--- src/rtl/button_debouncer_pkg.sv ---
// Shared types and default constants for the push-button debouncer.
package button_debouncer_pkg;

    typedef enum logic [1:0] {
        S_RELEASED       = 2'd0,
        S_MAYBE_PRESSED  = 2'd1,
        S_PRESSED        = 2'd2,
        S_MAYBE_RELEASED = 2'd3
    } debounce_state_t;

    localparam int unsigned BOUNCE_TICKS_DEFAULT = 4;
    localparam int unsigned REPEAT_DELAY_DEFAULT = 16;
    localparam int unsigned REPEAT_RATE_DEFAULT  = 4;

endpackage

--- src/rtl/synchronizer.sv ---
// Two-flop level synchronizer for asynchronous inputs; both stages reset to 0.
module synchronizer #(
    parameter int unsigned WIDTH = 1
) (
    input  logic             clk,
    input  logic             rst,
    input  logic [WIDTH-1:0] d,
    output logic [WIDTH-1:0] q
);

    logic [WIDTH-1:0] meta_q, meta_d;
    logic [WIDTH-1:0] sync_q, sync_d;

    // Shift the raw level through two stages.
    always_comb begin
        meta_d = d;
        sync_d = meta_q;
    end

    // Synchronizer flops with asynchronous active-low reset.
    always_ff @(posedge clk or negedge rst) begin
        if (!rst) begin
            meta_q <= '0;
            sync_q <= '0;
        end else begin
            meta_q <= meta_d;
            sync_q <= sync_d;
        end
    end

    assign q = sync_q;

endmodule

--- src/rtl/button_debouncer.sv ---
// Debounces one raw push-button into a clean level plus press, release and
// auto-repeat strobes, sampled on a shared slow tick.
module button_debouncer
    import button_debouncer_pkg::*;
#(
    parameter int unsigned BOUNCE_TICKS = BOUNCE_TICKS_DEFAULT,
    parameter int unsigned REPEAT_DELAY = REPEAT_DELAY_DEFAULT,
    parameter int unsigned REPEAT_RATE  = REPEAT_RATE_DEFAULT
) (
    input  logic clk,
    input  logic rst,
    input  logic tick,
    input  logic button,
    output logic debounced,
    output logic pressed,
    output logic released,
    output logic repeat_strobe
);

    localparam int unsigned REPEAT_MAX =
        (REPEAT_DELAY > REPEAT_RATE) ? REPEAT_DELAY : REPEAT_RATE;
    localparam int unsigned BCNT_W = $clog2(BOUNCE_TICKS + 1);
    localparam int unsigned RCNT_W = $clog2(REPEAT_MAX + 1);

    localparam logic [BCNT_W-1:0] BOUNCE_LAST = BCNT_W'(BOUNCE_TICKS - 1);
    localparam logic [RCNT_W-1:0] DELAY_LIM   = RCNT_W'(REPEAT_DELAY);
    localparam logic [RCNT_W-1:0] RATE_LIM    = RCNT_W'(REPEAT_RATE);

    generate
        if (BOUNCE_TICKS < 1) begin : g_bad_bounce
            $error("button_debouncer: BOUNCE_TICKS must be >= 1");
        end
        if (REPEAT_RATE < 1) begin : g_bad_rate
            $error("button_debouncer: REPEAT_RATE must be >= 1");
        end
    endgenerate

    logic btn_s;

    synchronizer #(
        .WIDTH(1)
    ) u_sync (
        .clk(clk),
        .rst(rst),
        .d  (button),
        .q  (btn_s)
    );

    debounce_state_t   state_q, state_d;
    logic [BCNT_W-1:0] bcnt_q, bcnt_d;
    logic [RCNT_W-1:0] rcnt_q, rcnt_d;
    // Set once the first (delayed) repeat has fired; selects the repeat period.
    logic              first_done_q, first_done_d;
    logic              debounced_q, debounced_d;
    logic              pressed_q, pressed_d;
    logic              released_q, released_d;
    logic              repeat_q, repeat_d;

    logic [RCNT_W-1:0] rcnt_inc;
    logic [RCNT_W-1:0] rcnt_limit;

    // Repeat counter helpers: next count and the current period limit.
    always_comb begin
        rcnt_inc   = rcnt_q + 1'b1;
        rcnt_limit = first_done_q ? RATE_LIM : DELAY_LIM;
    end

    // Debounce FSM, bounce/repeat counters and registered-output next state.
    always_comb begin
        state_d      = state_q;
        bcnt_d       = bcnt_q;
        rcnt_d       = rcnt_q;
        first_done_d = first_done_q;
        pressed_d    = 1'b0;
        released_d   = 1'b0;
        repeat_d     = 1'b0;

        unique case (state_q)
            S_RELEASED: begin
                if (btn_s) begin
                    state_d = S_MAYBE_PRESSED;
                    bcnt_d  = '0;
                end
            end
            S_MAYBE_PRESSED: begin
                // Disagreement wins over a coincident tick.
                if (!btn_s) begin
                    state_d = S_RELEASED;
                    bcnt_d  = '0;
                end else if (tick) begin
                    if (bcnt_q == BOUNCE_LAST) begin
                        state_d      = S_PRESSED;
                        bcnt_d       = '0;
                        rcnt_d       = '0;
                        first_done_d = 1'b0;
                        pressed_d    = 1'b1;
                        repeat_d     = 1'b1;
                    end else begin
                        bcnt_d = bcnt_q + 1'b1;
                    end
                end
            end
            S_PRESSED: begin
                if (!btn_s) begin
                    state_d = S_MAYBE_RELEASED;
                    bcnt_d  = '0;
                end else if (tick && (REPEAT_DELAY != 0)) begin
                    // Reload at the limit so the counter never wraps.
                    if (rcnt_inc >= rcnt_limit) begin
                        rcnt_d       = '0;
                        first_done_d = 1'b1;
                        repeat_d     = 1'b1;
                    end else begin
                        rcnt_d = rcnt_inc;
                    end
                end
            end
            S_MAYBE_RELEASED: begin
                // Returning to PRESSED keeps rcnt so the cadence resumes.
                if (btn_s) begin
                    state_d = S_PRESSED;
                    bcnt_d  = '0;
                end else if (tick) begin
                    if (bcnt_q == BOUNCE_LAST) begin
                        state_d    = S_RELEASED;
                        bcnt_d     = '0;
                        released_d = 1'b1;
                    end else begin
                        bcnt_d = bcnt_q + 1'b1;
                    end
                end
            end
            default: begin
                state_d = S_RELEASED;
                bcnt_d  = '0;
            end
        endcase

        debounced_d = (state_d == S_PRESSED) || (state_d == S_MAYBE_RELEASED);
    end

    // State, counters and registered outputs with asynchronous active-low reset.
    always_ff @(posedge clk or negedge rst) begin
        if (!rst) begin
            state_q      <= S_RELEASED;
            bcnt_q       <= '0;
            rcnt_q       <= '0;
            first_done_q <= 1'b0;
            debounced_q  <= 1'b0;
            pressed_q    <= 1'b0;
            released_q   <= 1'b0;
            repeat_q     <= 1'b0;
        end else begin
            state_q      <= state_d;
            bcnt_q       <= bcnt_d;
            rcnt_q       <= rcnt_d;
            first_done_q <= first_done_d;
            debounced_q  <= debounced_d;
            pressed_q    <= pressed_d;
            released_q   <= released_d;
            repeat_q     <= repeat_d;
        end
    end

    assign debounced     = debounced_q;
    assign pressed       = pressed_q;
    assign released      = released_q;
    assign repeat_strobe = repeat_q;

endmodule

--- config.mk ---
export PLATFORM = sky130hd
export DESIGN_NAME = button_debouncer
export DESIGN_NICKNAME = d
export VERILOG_FILES = /design/src/rtl/button_debouncer_pkg.sv /design/src/rtl/synchronizer.sv /design/src/rtl/button_debouncer.sv
export SDC_FILE = /design/constraint.sdc
export NUM_CORES = 1
export LEC_CHECK = 0
export BUFFER_PORTS_ARGS = -buffer_cell sky130_fd_sc_hd__buf_4
export CELL_PAD_IN_SITES_DETAIL_PLACEMENT = 0
export CELL_PAD_IN_SITES_GLOBAL_PLACEMENT = 1
export CORE_MARGIN = 8
export CORE_UTILIZATION = 45
export DETAILED_ROUTE_END_ITERATION = 8
export HOLD_SLACK_MARGIN = 0.06
export PLACE_DENSITY_LB_ADDON = 0.1
export SYNTH_ARGS = -nofsm -noshare
export SYNTH_HDL_FRONTEND = slang
export SYNTH_SLANG_ARGS = --single-unit
--- constraint.sdc ---
create_clock -name clk -period 2.98 [get_ports clk]
set_clock_uncertainty 0.05 [all_clocks]
set_input_delay 0.596 -clock clk [delete_from_list [all_inputs] [get_ports clk]]
set_output_delay 0.596 -clock clk [all_outputs]
set_load 0.1 [all_outputs]
=== Word level (Yosys, flattened, before mapping) ===
Cells that the tools add are included.

* Mux-type cells: 41
* Order comparisons: 1
* Eq/ne operators: 14
* Add/subtract/negate cells: 2
* Reductions and logical operators: 6

{| class="wikitable"
|+ Operators by type and width
! kind !! count
|-
| 2-to-1 mux 5 bit || 7
|-
| 2-to-1 mux 3 bit || 6
|-
| 2-to-1 mux 2 bit || 8
|-
| 2-to-1 mux 1 bit || 15
|-
| case mux 3 bit (4 select lines) || 1
|-
| != test 2 bit (second input constant) || 5
|-
| case mux 5 bit (2 select lines) || 1
|-
| equality test 2 bit (second input constant) || 4
|-
| case mux 2 bit (4 select lines) || 1
|-
| AND reduction 7 bit || 1
|-
| != test 2 x 1 -> 1 bit (second input constant) || 3
|-
| AND reduction 6 bit || 1
|-
| adder 5 x 1 -> 5 bit (second input constant) || 1
|-
| >= comparator 5 bit || 1
|-
| case mux 1 bit (2 select lines) || 2
|-
| adder 3 x 1 -> 3 bit (second input constant) || 1
|-
| equality test 3 x 2 -> 1 bit (second input constant) || 1
|-
| equality test 2 x 1 -> 1 bit (second input constant) || 1
|-
| zero test 2 bit || 1
|-
| AND reduction 2 bit || 1
|-
| nonzero test 2 bit || 1
|-
| logical OR 1 bit || 1
|}

* Input bits: 4
* Register bits: 17
* Output and inout port bits: 4

=== Depth between registers and ports, before layout ===
Gate-level depths: netlist of run 1.

* Depth after elaboration: 7
* Gate-level depth with buffers: 8
* Depth with buffers taken out: 8

=== Hierarchy ===
Synthesis of run 1 repeated with hierarchy kept, for this count alone.

* Cell total of the unflattened synthesis: 89
* Area total of the unflattened synthesis: 914.6 um^2

{| class="wikitable"
|+ By module, submodules not included
! module !! area an instance (um^2) !! times used !! seq. area each (um^2) !! cells each
|-
| button_debouncer || 864.6 || 1 || 350.3 || 87
|-
| synchronizer || 50.0 || 1 || 50.0 || 2
|}

=== Least setup slack after synthesis of run 1 ===
No wires, ideal clock.

* Path type: register -> register
* Start point: register, netlist name debounced
* End point: register rcnt_q[0]
* Required time: 2.835 ns
* Clock period less this slack: 2.418 ns
* Cell stages (with the launch flop): 8
* Path buffers: 1
* Data arrival time: 2.272 ns
* Library setup time: 0.095 ns
* Path slack: 0.562 ns
* Path through: dfrtp_1 inv_1 ha_1 nand2b_1 a21o_1 buf_6 or2_0 o31ai_1

{| class="wikitable"
|+ RTL lines
! what !! line !! RTL
|-
| end signal: assignment || button_debouncer.sv:156 || <nowiki>rcnt_q <= rcnt_d;</nowiki>
|-
| end: declaration || button_debouncer.sv:51 || <nowiki>logic [RCNT_W-1:0] rcnt_q, rcnt_d;</nowiki>
|}

=== Worst setup path after layout of run 1 ===
* Start point: register rcnt_q[0]
* End point: register rcnt_q[3]

* Longest elaborated chain between the ends: 6

{| class="wikitable"
|+ RTL lines
! what !! line !! RTL
|-
| adder 5 x 1 -> 5 bit (*) || button_debouncer.sv:64 || <nowiki>rcnt_inc = rcnt_q + 1'b1;</nowiki>
|-
| >= comparator 5 bit || button_debouncer.sv:109 || <nowiki>if (rcnt_inc >= rcnt_limit) begin</nowiki>
|-
| 2-to-1 mux 5 bit (*) || button_debouncer.sv:109 ||
|-
| 2-to-1 mux 5 bit (*) || button_debouncer.sv:107 || <nowiki>end else if (tick && (REPEAT_DELAY != 0)) begin</nowiki>
|-
| 2-to-1 mux 5 bit (*) || button_debouncer.sv:104 || <nowiki>if (!btn_s) begin</nowiki>
|-
| case mux 5 bit (2 select lines) (*) || button_debouncer.sv:78 || <nowiki>unique case (state_q)</nowiki>
|}

Every way passes the cells marked *; elsewhere a longest branch is shown, timed or not. The select of a mux whose other input is x is not followed.
A chain may end at the register's enable or synchronous reset.

==> impl_metrics.py, run 1 <==
metrics = {
    "floorplanning": {
        "dieArea_um2": 3940,
        "die_x_um": 62.8,
        "core-area_um2": 2150,
        "rows": 17,
        "start_util_pct": 45.8,
        "ios": 8,
        "die_h_um": 62.8,
    },
    "setup_path": {
        "r2r_setup_slack_ns": 0.64,
        "cp-startpoint": "rcnt_q[0]",
        "crit_fanout": 5,
        "cp_common_cell": "ha_1",
        "endpoint_kind": "flop",
        "r2r-end": "rcnt_q[3]",
        "worstPathCellList": "ha_1 -> or2b_1 -> and2_1 -> ha_1 -> a211oi_2 -> a21oi_2 -> o41ai_1",
        "reg2reg_from": "rcnt_q[0]",
        "crit_arrival_ns": 2.46,
        "worstSetupPathType": "reg -> reg",
        "reg2reg_depth": 7,
        "slowest_delay_ns": 0.44,
        "cp-start-kind": "flop",
        "cp.required_ns": 3.11,
        "cp_slowest_cell": "dfrtp_1",
    },
    "clock_tree": {
        "clk_latency_ns": 0.28,
        "cts_htree_levels": 1,
        "cts_tree": "yes",
        "path_clk_slew_ns": 0.08,
        "cts_buffers": 3,
        "cts_root_buffer": "clkbuf_4",
        "cts_buffer_depth": 2,
        "hold_buffers": 0,
        "clock-sinks": 16,
        "cts_setup_buffers": 0,
        "cts_resized": 0,
    },
    "yosys": {
        "yosys.cell_types.count": 38,
        "syn_inst": 94,
        "ys_seq_area_share_pct": 40.7,
        "synthSimpleGateAreaFrac_pct": 16.9,
        "synth_mux_area_share_pct": 2.03,
        "postSynthNetCount": 108,
        "synth_xor_area_share_pct": 3.43,
        "synth_compound_area_share_pct": 20.1,
        "synth_area_um2": 985,
        "avgSynthCellArea_um2": 10.5,
        "synth_top_family_by_area": "compound AO/OA/AOI/OAI gates",
        "ys_ff_latch": 16,
        "ys.warnings.count": 0,
        "synth_fa_ha_area_share_pct": 12.7,
    },
    "job": {
        "maxCapViolCount": 0,
    },
    "global_route": {
        "grt-ovfl-total": 0,
        "grt_pass1_vias": 697,
        "grt_max_degree": 17,
        "grt_antenna_before_repair": 0,
        "grt_pass1_wl_mm": 3.19,
        "grtUsageTotal_pct": 10.2,
    },
    "sta": {
        "maxSlewViolCount": 0,
        "min_period_ns": 2.34,
        "relSlewSlack_pct": 75.6,
        "setup_viol": 0,
        "max_freq_mhz": 428,
        "hold_viol": 0,
        "finalCritPeriodShare_pct": 78.4,
        "worst-slew-pin-transition_ns": 0.356,
        "finalSetupTns_ns": 0,
        "rsz0062_at_grt": "false",
    },
    "power_and_ir_drop": {
        "power_per_cell_area_nw_per_um2": 732,
        "peakVddDrop_mv": 0.759,
        "leakage_nw": 0.492,
        "power_mw": 0.788,
    },
    "hold_path": {
        "hold_path_class": "in -> async",
    },
    "final_layout": {
        "final_cell_mix": "dfrtp_1 (16), nand2_1 (10), ha_1 (10), buf_4 (7), inv_1 (6)",
        "drive_gt1_share_pct": 16.7,
        "nets": 118,
        "final_common_cell": "dfrtp_1",
        "insertedDiodeCount": 0,
        "area_growth_pct": 9.28,
    },
    "route": {
        "drc": 0,
        "drt_iter0_drc": 12,
        "routedWlPerCell_um": 13.9,
        "via_count": 680,
        "viasPerCell": 5.23,
        "ant_nets": 0,
        "routed_wl_mm": 1.81,
        "drtPass1Iterations": 4,
    },
    "run_status": {
        "outcome": "finished, final reports clean",
    },
    "placement": {
        "place_congestion": 0.709,
        "portBuffers": 7,
        "dp_hpwl_mm": 1.43,
    },
}
how the worst max path moves through the flow:
stage                endpoint  slack [ns]  cells past startpoint
global placement    rcnt_q[3]        0.75                      7
detailed placement  rcnt_q[1]        0.64                      7
global route        rcnt_q[1]        0.44                      7
CTS                 rcnt_q[1]        0.63                      7
finish              rcnt_q[3]        0.64                      7
floorplan           rcnt_q[0]        0.56                      7
cell usage after synthesis:
library cell / number / share of area (%)
a311oi_1: 1 / 0.89
mux2i_1: 2 / 2.0
a21boi_1: 1 / 0.76
nand2_2: 1 / 0.64
a31o_2: 1 / 0.89
xor2_2: 1 / 1.7
o21a_1: 2 / 1.5
nor2b_1: 1 / 0.64
nor2_1: 5 / 1.9
buf_4: 1 / 0.76
a211oi_2: 1 / 1.3
a211oi_1: 1 / 0.76
xor2_1: 1 / 0.89
nand2_1: 10 / 3.8
nand2b_1: 5 / 3.2
a21o_1: 2 / 1.5
o22ai_1: 1 / 0.64
inv_1: 6 / 2.3
nand3_1: 3 / 1.5
nand3_2: 1 / 1.0
or2_0: 1 / 0.64
nand3b_1: 2 / 1.5
a32o_1: 1 / 1.0
or2b_1: 1 / 0.76
a21oi_2: 1 / 0.89
o31ai_1: 3 / 2.3
buf_6: 1 / 1.1
a21oi_1: 1 / 0.51
a22oi_1: 1 / 0.76
dfrtp_1: 16 / 41
and2_1: 1 / 0.64
a2111oi_4: 1 / 2.8
xnor2_1: 1 / 0.89
and3_1: 1 / 0.64
a21boi_0: 1 / 0.76
ha_1: 10 / 13
o21ai_0: 2 / 1.0
o41ai_1: 2 / 1.8
logic make-up after synthesis:
kind of cell             Yosys count
adder cells (fa/ha/maj)           10
AO/OA/AOI/OAI                     23
AND/OR/NAND/NOR                   32
flip-flops                        16
multiplexers                       2
buffers and inverters              8
XOR/XNOR                           3
layout make-up:
type	instances	area [um2]
multi-input cells	70	543
clock buffers	3	22.5
repair buffers	7	52.6
flip-flops and latches	16	400
fillers	217	1070
well taps	28	35.0
inverters	6	22.5
stage by stage:
stage          instance area (um2)  setup slack, ns  cells  hold slack [ns]  utilization, %
6_report                      1080            0.644    130            0.105            50.1
5_1_grt                       1080            0.443    130           0.0966            50.1
4_1_cts                       1080            0.627    130            0.101            50.1
3_5_place_dp                  1050            0.644    127            0.302            49.0
3_3_place_gp                  1050            0.755    127            0.284            49.0
2_1_floorplan                  985            0.562     94            0.250               -
state kept, by name, summed over array words and instances (netlist names):
name and count:
rcnt_q 5, bcnt_q 3, debounced 1, first_done_q 1, pressed 1, released 1, repeat_strobe 1, state_q 1
u_sync.meta_q 1, u_sync.q 1
power by group:
| part | switching, mW | total, mW | leakage, nW | internal [mW] |
|---|---|---|---|---|
| clock | 0.0627 | 0.110 | 0.0138 | 0.0469 |
| combinational | 0.242 | 0.380 | 0.269 | 0.137 |
| sequential | 0.0428 | 0.299 | 0.209 | 0.256 |
| total | 0.348 | 0.788 | 0.492 | 0.440 |
per-layer routing:
metal  vias up  track usage (%)  part of all wire (%)
met2         5             18.0                    52
met5         -                0                     0
li1        347                -                     -
met1       323             10.4                    43
met3         5             2.33                   2.3
met4         0             6.84                   2.4
worst max-delay path, delay by kind of cell (launching register included):
family / cells / cell delay (ns)
flops: 1 / 0.44
fa+ha+maj: 2 / 0.52
simple gates: 2 / 0.38
compound gates: 3 / 0.83
Power figures use the tool's default switching activity.
==> run 2: changes to the inputs <==
- CORE_UTILIZATION: 45 -> 41
- clock period: 2.98 -> 1.9 ns (I/O delays scaled with it)
==> run 2 against run 1 <==
Net effect:
- the run now ends with negative setup slack left
- sequential share of layout area fell by 2.7 points
- clock power rose by 67%
- final cell count rose by 4.6%
- flip-flop and latch count did not move
- combinational power rose by 86%
- via count rose by 5.6%
- register-to-register slack got worse by 0.74 ns
- total power rose by 72%
- sequential power rose by 56%
- non-clock buffer count rose by 5
- critical path type unchanged
- largest cell class unchanged
- largest power group unchanged
- highest routed layer unchanged
==> impl_metrics.py, run 2 (synthesis results as in run 1) <==
metrics = {
    "sta": {
        "worst_slack_ns": -0.100,
        "setup_viol": 7,
        "hold_viol": 0,
        "relSlewSlack_pct": 76.1,
        "min_period_ns": 2.00,
        "timing.hold.ws_ns": 0.157,
        "finalCritPeriodShare_pct": 105,
        "maxSlewViolCount": 0,
        "worst-slew-pin-transition_ns": 0.357,
        "max_freq_mhz": 500,
        "rsz0062_at_grt": "true",
    },
    "floorplanning": {
        "rows": 17,
        "core-area_um2": 2230,
        "dieArea_um2": 4230,
        "die_h_um": 65.0,
        "start_util_pct": 44.1,
        "ios": 8,
        "die_x_um": 65.0,
    },
    "placement": {
        "dp_hpwl_mm": 1.43,
        "place_congestion": 0.770,
        "portBuffers": 7,
    },
    "clock_tree": {
        "clock-sinks": 16,
        "clk_latency_ns": 0.29,
        "cts_tree": "yes",
        "cts_root_buffer": "clkbuf_4",
        "cts_htree_levels": 1,
        "cts_buffers": 3,
        "cts_buffer_depth": 2,
        "path_clk_slew_ns": 0.10,
    },
    "final_layout": {
        "area_growth_pct": 18.9,
        "largest-register": "rcnt_q",
        "final_common_cell": "dfrtp_1",
        "insertedDiodeCount": 0,
        "drive_gt1_share_pct": 26.9,
        "final_cell_mix": "dfrtp_1 (15), buf_4 (11), nand2_1 (10), ha_1 (7)",
        "largest_reg_flops": 5,
        "top_regs": "rcnt_q (5), bcnt_q (3)",
        "nets": 123,
    },
    "hold_path": {
        "min_from": "button",
        "hold_path_class": "in -> reg",
    },
    "run_status": {
        "violations": "negative setup slack",
        "outcome": "finished, violations left",
    },
    "power_and_ir_drop": {
        "power_mw": 1.36,
        "comb_power_share_pct": 52.1,
        "power_per_cell_area_nw_per_um2": 1160,
        "power_frac_seq_pct": 34.3,
        "leakage_nw": 0.517,
        "pwr-share-clk_pct": 13.5,
        "peakVddDrop_mv": 0.678,
        "switching_share_pct": 43.2,
        "intPower_mw": 0.770,
        "p_sw_mw": 0.586,
    },
    "route": {
        "top_layer": "met4",
        "drtPass1Iterations": 4,
        "viasPerCell": 5.28,
        "wl_met1_um": 885,
        "via_count": 718,
        "wl_met3_um": 45,
        "routed_wl_mm": 1.88,
        "met2_length_um": 929,
        "ant_nets": 0,
        "routedWlPerCell_um": 13.8,
        "drt_iter0_drc": 19,
        "drc": 0,
    },
    "setup_path": {
        "crit_arrival_ns": 2.14,
        "cp-startpoint": "rcnt_q[1]",
        "endpoint_kind": "flop",
        "cp-start-kind": "flop",
        "worstSetupPathType": "reg -> reg",
        "slowest_delay_ns": 0.40,
        "reg2reg_from": "rcnt_q[1]",
        "worstPathCellList": "ha_2 -> or2b_1 -> and2_4 -> ha_4 -> a211oi_4 -> a21oi_4 -> o41ai_1",
        "cp_slowest_cell": "dfrtp_1",
        "crit_fanout": 5,
        "cp.required_ns": 2.04,
    },
    "global_route": {
        "grt_pass1_wl_mm": 3.24,
        "grt_antenna_before_repair": 0,
        "grt-ovfl-total": 0,
        "grt_pass1_vias": 729,
        "grtUsageTotal_pct": 9.73,
        "grt_max_degree": 17,
    },
    "job": {
        "maxCapViolCount": 0,
    },
}
[run 2: changes by cell type in the layout (fill, tap and decap cells not counted), sizes merged]
| cell | delta |
|---|---|
| buf | +4 |
| clkbuf | +1 |
| dlygate4sd3 | +1 |
[run 2: worst paths after layout]
| check | slack (ns) | endpoint | depth (start not counted) |
|---|---|---|---|
| hold reg to reg | 0.31 | u_sync.q | 0 |
| setup reg to reg | -0.10 | rcnt_q[3] | 7 |
| hold / removal | 0.16 | u_sync.meta_q | 1 |
| min in group asynchronous | 0.43 | debounced | 2 |
| setup / recovery | -0.10 | rcnt_q[3] | 7 |
| max in group asynchronous | 1.17 | debounced | 2 |
[run 2: critical path, delay by kind of cell (launching register included)]
| family | cells | cell delay [ns] |
|---|---|---|
| adders and majority gates | 2 | 0.41 |
| and+or+nand+nor | 2 | 0.38 |
| AOI/OAI and AO/OA | 3 | 0.68 |
| DFF | 1 | 0.40 |
[run 2: power groups by stage]
stage,Clock (mW),Sequential (mW),Combinational (mW)
floorplan,0,0.551,0.427
global placement,0,0.469,0.659
detailed placement,0,0.471,0.667
CTS,0.196,0.467,0.695
global route,0.207,0.474,0.798
finish,0.184,0.466,0.706
[run 2: cell type report]
class	count	area, um2
Clock buffer	4	26.3
Fill cell	219	1060
Inverter	6	22.5
Multi-Input combinational cell	70	591
Sequential cell	16	404
Tap cell	28	35.0
Timing Repair Buffer	12	92.6
[run 2: stage by stage]
step,utilization [%],instance area [um2],worst slack (ns),setup TNS (ns),std cells
floorplan,-,1020,-0.0395,-0.109,94
global placement,49.2,1100,-0.0946,-0.315,129
CTS,52.1,1160,-0.111,-0.636,135
finish,52.4,1170,-0.100,-0.557,136
detailed placement,49.2,1100,-0.148,-0.569,129
global route,52.4,1170,-0.173,-1.03,136
[run 2: repair_timing]
action                                 CTS  global route
endpoints found under the hold margin   16             0
buffers inserted                         1             1
gates resized for setup                  3             0
setup endpoints to repair                7             7
pin swaps                                2             2
hold buffers                             1             0
[run 2: routing by layer]
metal  vias to the layer above  track usage (%)
li1                        360                -
met1                       348             12.0
met2                         8             15.5
met3                         2             2.23
met4                         0             4.90
met5                         -                0
==> run 3: changes to the inputs <==
- BUFFER_PORTS_ARGS: -buffer_cell sky130_fd_sc_hd__buf_4 -> -buffer_cell sky130_fd_sc_hd__clkbuf_2
- RECOVER_POWER: unset -> 50
==> run 3 against run 2 <==
Net effect:
- the flow still finishes with violations (negative setup slack)
- sequential share of layout area is 0.11 points lower
- flip-flop and latch count stayed put
- cell area is 0.32% higher
- clock power is 2% higher
- worst hold slack worse by 0.0018 ns
- sequential power hardly changed
==> impl_metrics.py, run 3 (synthesis results as in run 1) <==
metrics = {
    "run_status": {
        "outcome": "finished, violations left",
        "violations": "negative setup slack",
    },
    "clock_tree": {
        "clk_latency_ns": 0.28,
        "clock-sinks": 16,
        "cts_tree": "yes",
        "cts_root_buffer": "clkbuf_4",
        "cts_buffer_depth": 2,
        "cts_htree_levels": 1,
        "path_clk_slew_ns": 0.09,
        "cts_buffers": 3,
    },
    "sta": {
        "worst-slew-pin-transition_ns": 0.881,
        "finalCritPeriodShare_pct": 109,
        "setup_viol": 7,
        "rsz0062_at_grt": "true",
        "relSlewSlack_pct": 41.2,
        "maxSlewViolCount": 0,
        "timing.hold.ws_ns": 0.156,
        "max_freq_mhz": 484,
        "worst_slack_ns": -0.165,
        "min_period_ns": 2.07,
        "hold_viol": 0,
    },
    "final_layout": {
        "final_common_cell": "dfrtp_1",
        "drive_gt1_share_pct": 30.6,
        "largest-register": "rcnt_q",
        "final_cell_mix": "dfrtp_1 (15), nand2_1 (10), ha_1 (6), clkbuf_2 (6)",
        "insertedDiodeCount": 0,
        "instances_no_fill": 136,
        "area_growth_pct": 19.3,
        "nets": 123,
        "top_regs": "rcnt_q (5), bcnt_q (3)",
        "largest_reg_flops": 5,
    },
    "route": {
        "ant_nets": 0,
        "drtPass1Iterations": 3,
        "routedWlPerCell_um": 14.5,
        "via_count": 731,
        "viasPerCell": 5.38,
        "drt_iter0_drc": 27,
        "routed_wl_mm": 1.97,
        "drc": 0,
    },
    "power_and_ir_drop": {
        "leakage_nw": 0.517,
        "power_per_cell_area_nw_per_um2": 1150,
        "power_mw": 1.35,
        "peakVddDrop_mv": 0.725,
    },
    "placement": {
        "dp_hpwl_mm": 1.49,
        "portBuffers": 7,
        "pre_cts_ws_ns": -0.143,
        "place_inst": 129,
        "place_congestion": 0.760,
    },
    "global_route": {
        "grt_pass1_wl_mm": 3.35,
        "grt_max_degree": 17,
        "grtUsageTotal_pct": 10.2,
        "grt_pass1_vias": 734,
        "grt_antenna_before_repair": 0,
        "grt-ovfl-total": 0,
    },
    "floorplanning": {
        "dieArea_um2": 4230,
        "die_x_um": 65.0,
        "start_util_pct": 44.1,
        "ios": 8,
        "rows": 17,
        "die_h_um": 65.0,
        "core-area_um2": 2230,
    },
    "setup_path": {
        "cp-start-kind": "flop",
        "crit_fanout": 5,
        "worstSetupPathType": "reg -> reg",
        "cp.required_ns": 2.03,
        "crit_arrival_ns": 2.20,
        "endpoint_kind": "flop",
    },
    "hold_path": {
        "hold_path_class": "in -> reg",
    },
    "job": {
        "maxCapViolCount": 0,
    },
}
run 3: changes by cell type in the layout (fill, tap and decap cells not counted), sizes merged:
cell    previous run  this run
buf               11         4
clkbuf             4        11
run 3: worst paths after layout:
kind	startpoint	slack, ns	endpoint	depth (start not counted)
worst min register to register	u_sync.meta_q	0.31	u_sync.q	0
min in group asynchronous	rst	0.67	debounced	2
worst max register to register	rcnt_q[1]	-0.17	rcnt_q[0]	7
max in group asynchronous	rst	0.50	debounced	2
worst max-delay path	rcnt_q[1]	-0.17	rcnt_q[0]	7
worst min-delay path	button	0.16	u_sync.meta_q	1
run 3: power breakdown:
part / internal, mW / total, mW / leakage (nW) / switching (mW)
clock network: 0.0814 / 0.188 / 0.0150 / 0.106
registers: 0.409 / 0.465 / 0.208 / 0.0561
logic: 0.273 / 0.699 / 0.293 / 0.426
run 3: layout make-up:
cell class	count	area, um2
Tap cell	28	35.0
Clock buffer	4	26.3
Fill cell	210	1060
Timing Repair Buffer	12	73.8
Multi-Input combinational cell	70	613
Inverter	6	22.5
Sequential cell	16	404
run 3: metal layers:
| metal | global-route usage (%) | part of all wire [%] | vias to the layer above |
|---|---|---|---|
| met5 | 0 | 0 | - |
| met1 | 11.7 | 46 | 363 |
| met3 | 2.58 | 1.9 | 2 |
| met4 | 4.90 | 0.71 | 0 |
| li1 | - | - | 362 |
| met2 | 17.3 | 52 | 4 |
run 3: per-stage QoR:
step | setup TNS [ns] | utilization (%) | cell area [um2]
floorplan | -0.109 | - | 1020
global placement | -0.315 | 48.5 | 1080
detailed placement | -0.596 | 48.5 | 1080
CTS | -0.782 | 51.2 | 1140
global route | -1.56 | 52.6 | 1170
finish | -0.937 | 52.6 | 1170
run 3: what timing repair did:
item,4_1_cts,5_1_grt
setup buffers,1,1
resized for setup,3,5
endpoints found under the hold margin,16,0
hold buffers,1,0
setup endpoints to repair,7,7
pin swaps,1,4
run 3: critical path, cell delays in order, from the launching register on:
cell,delay (ns)
dfrtp_1,0.40
ha_2,0.20
or2b_1,0.23
and2_4,0.15
ha_4,0.21
a211oi_4,0.35
a21oi_4,0.15
o31ai_2,0.23
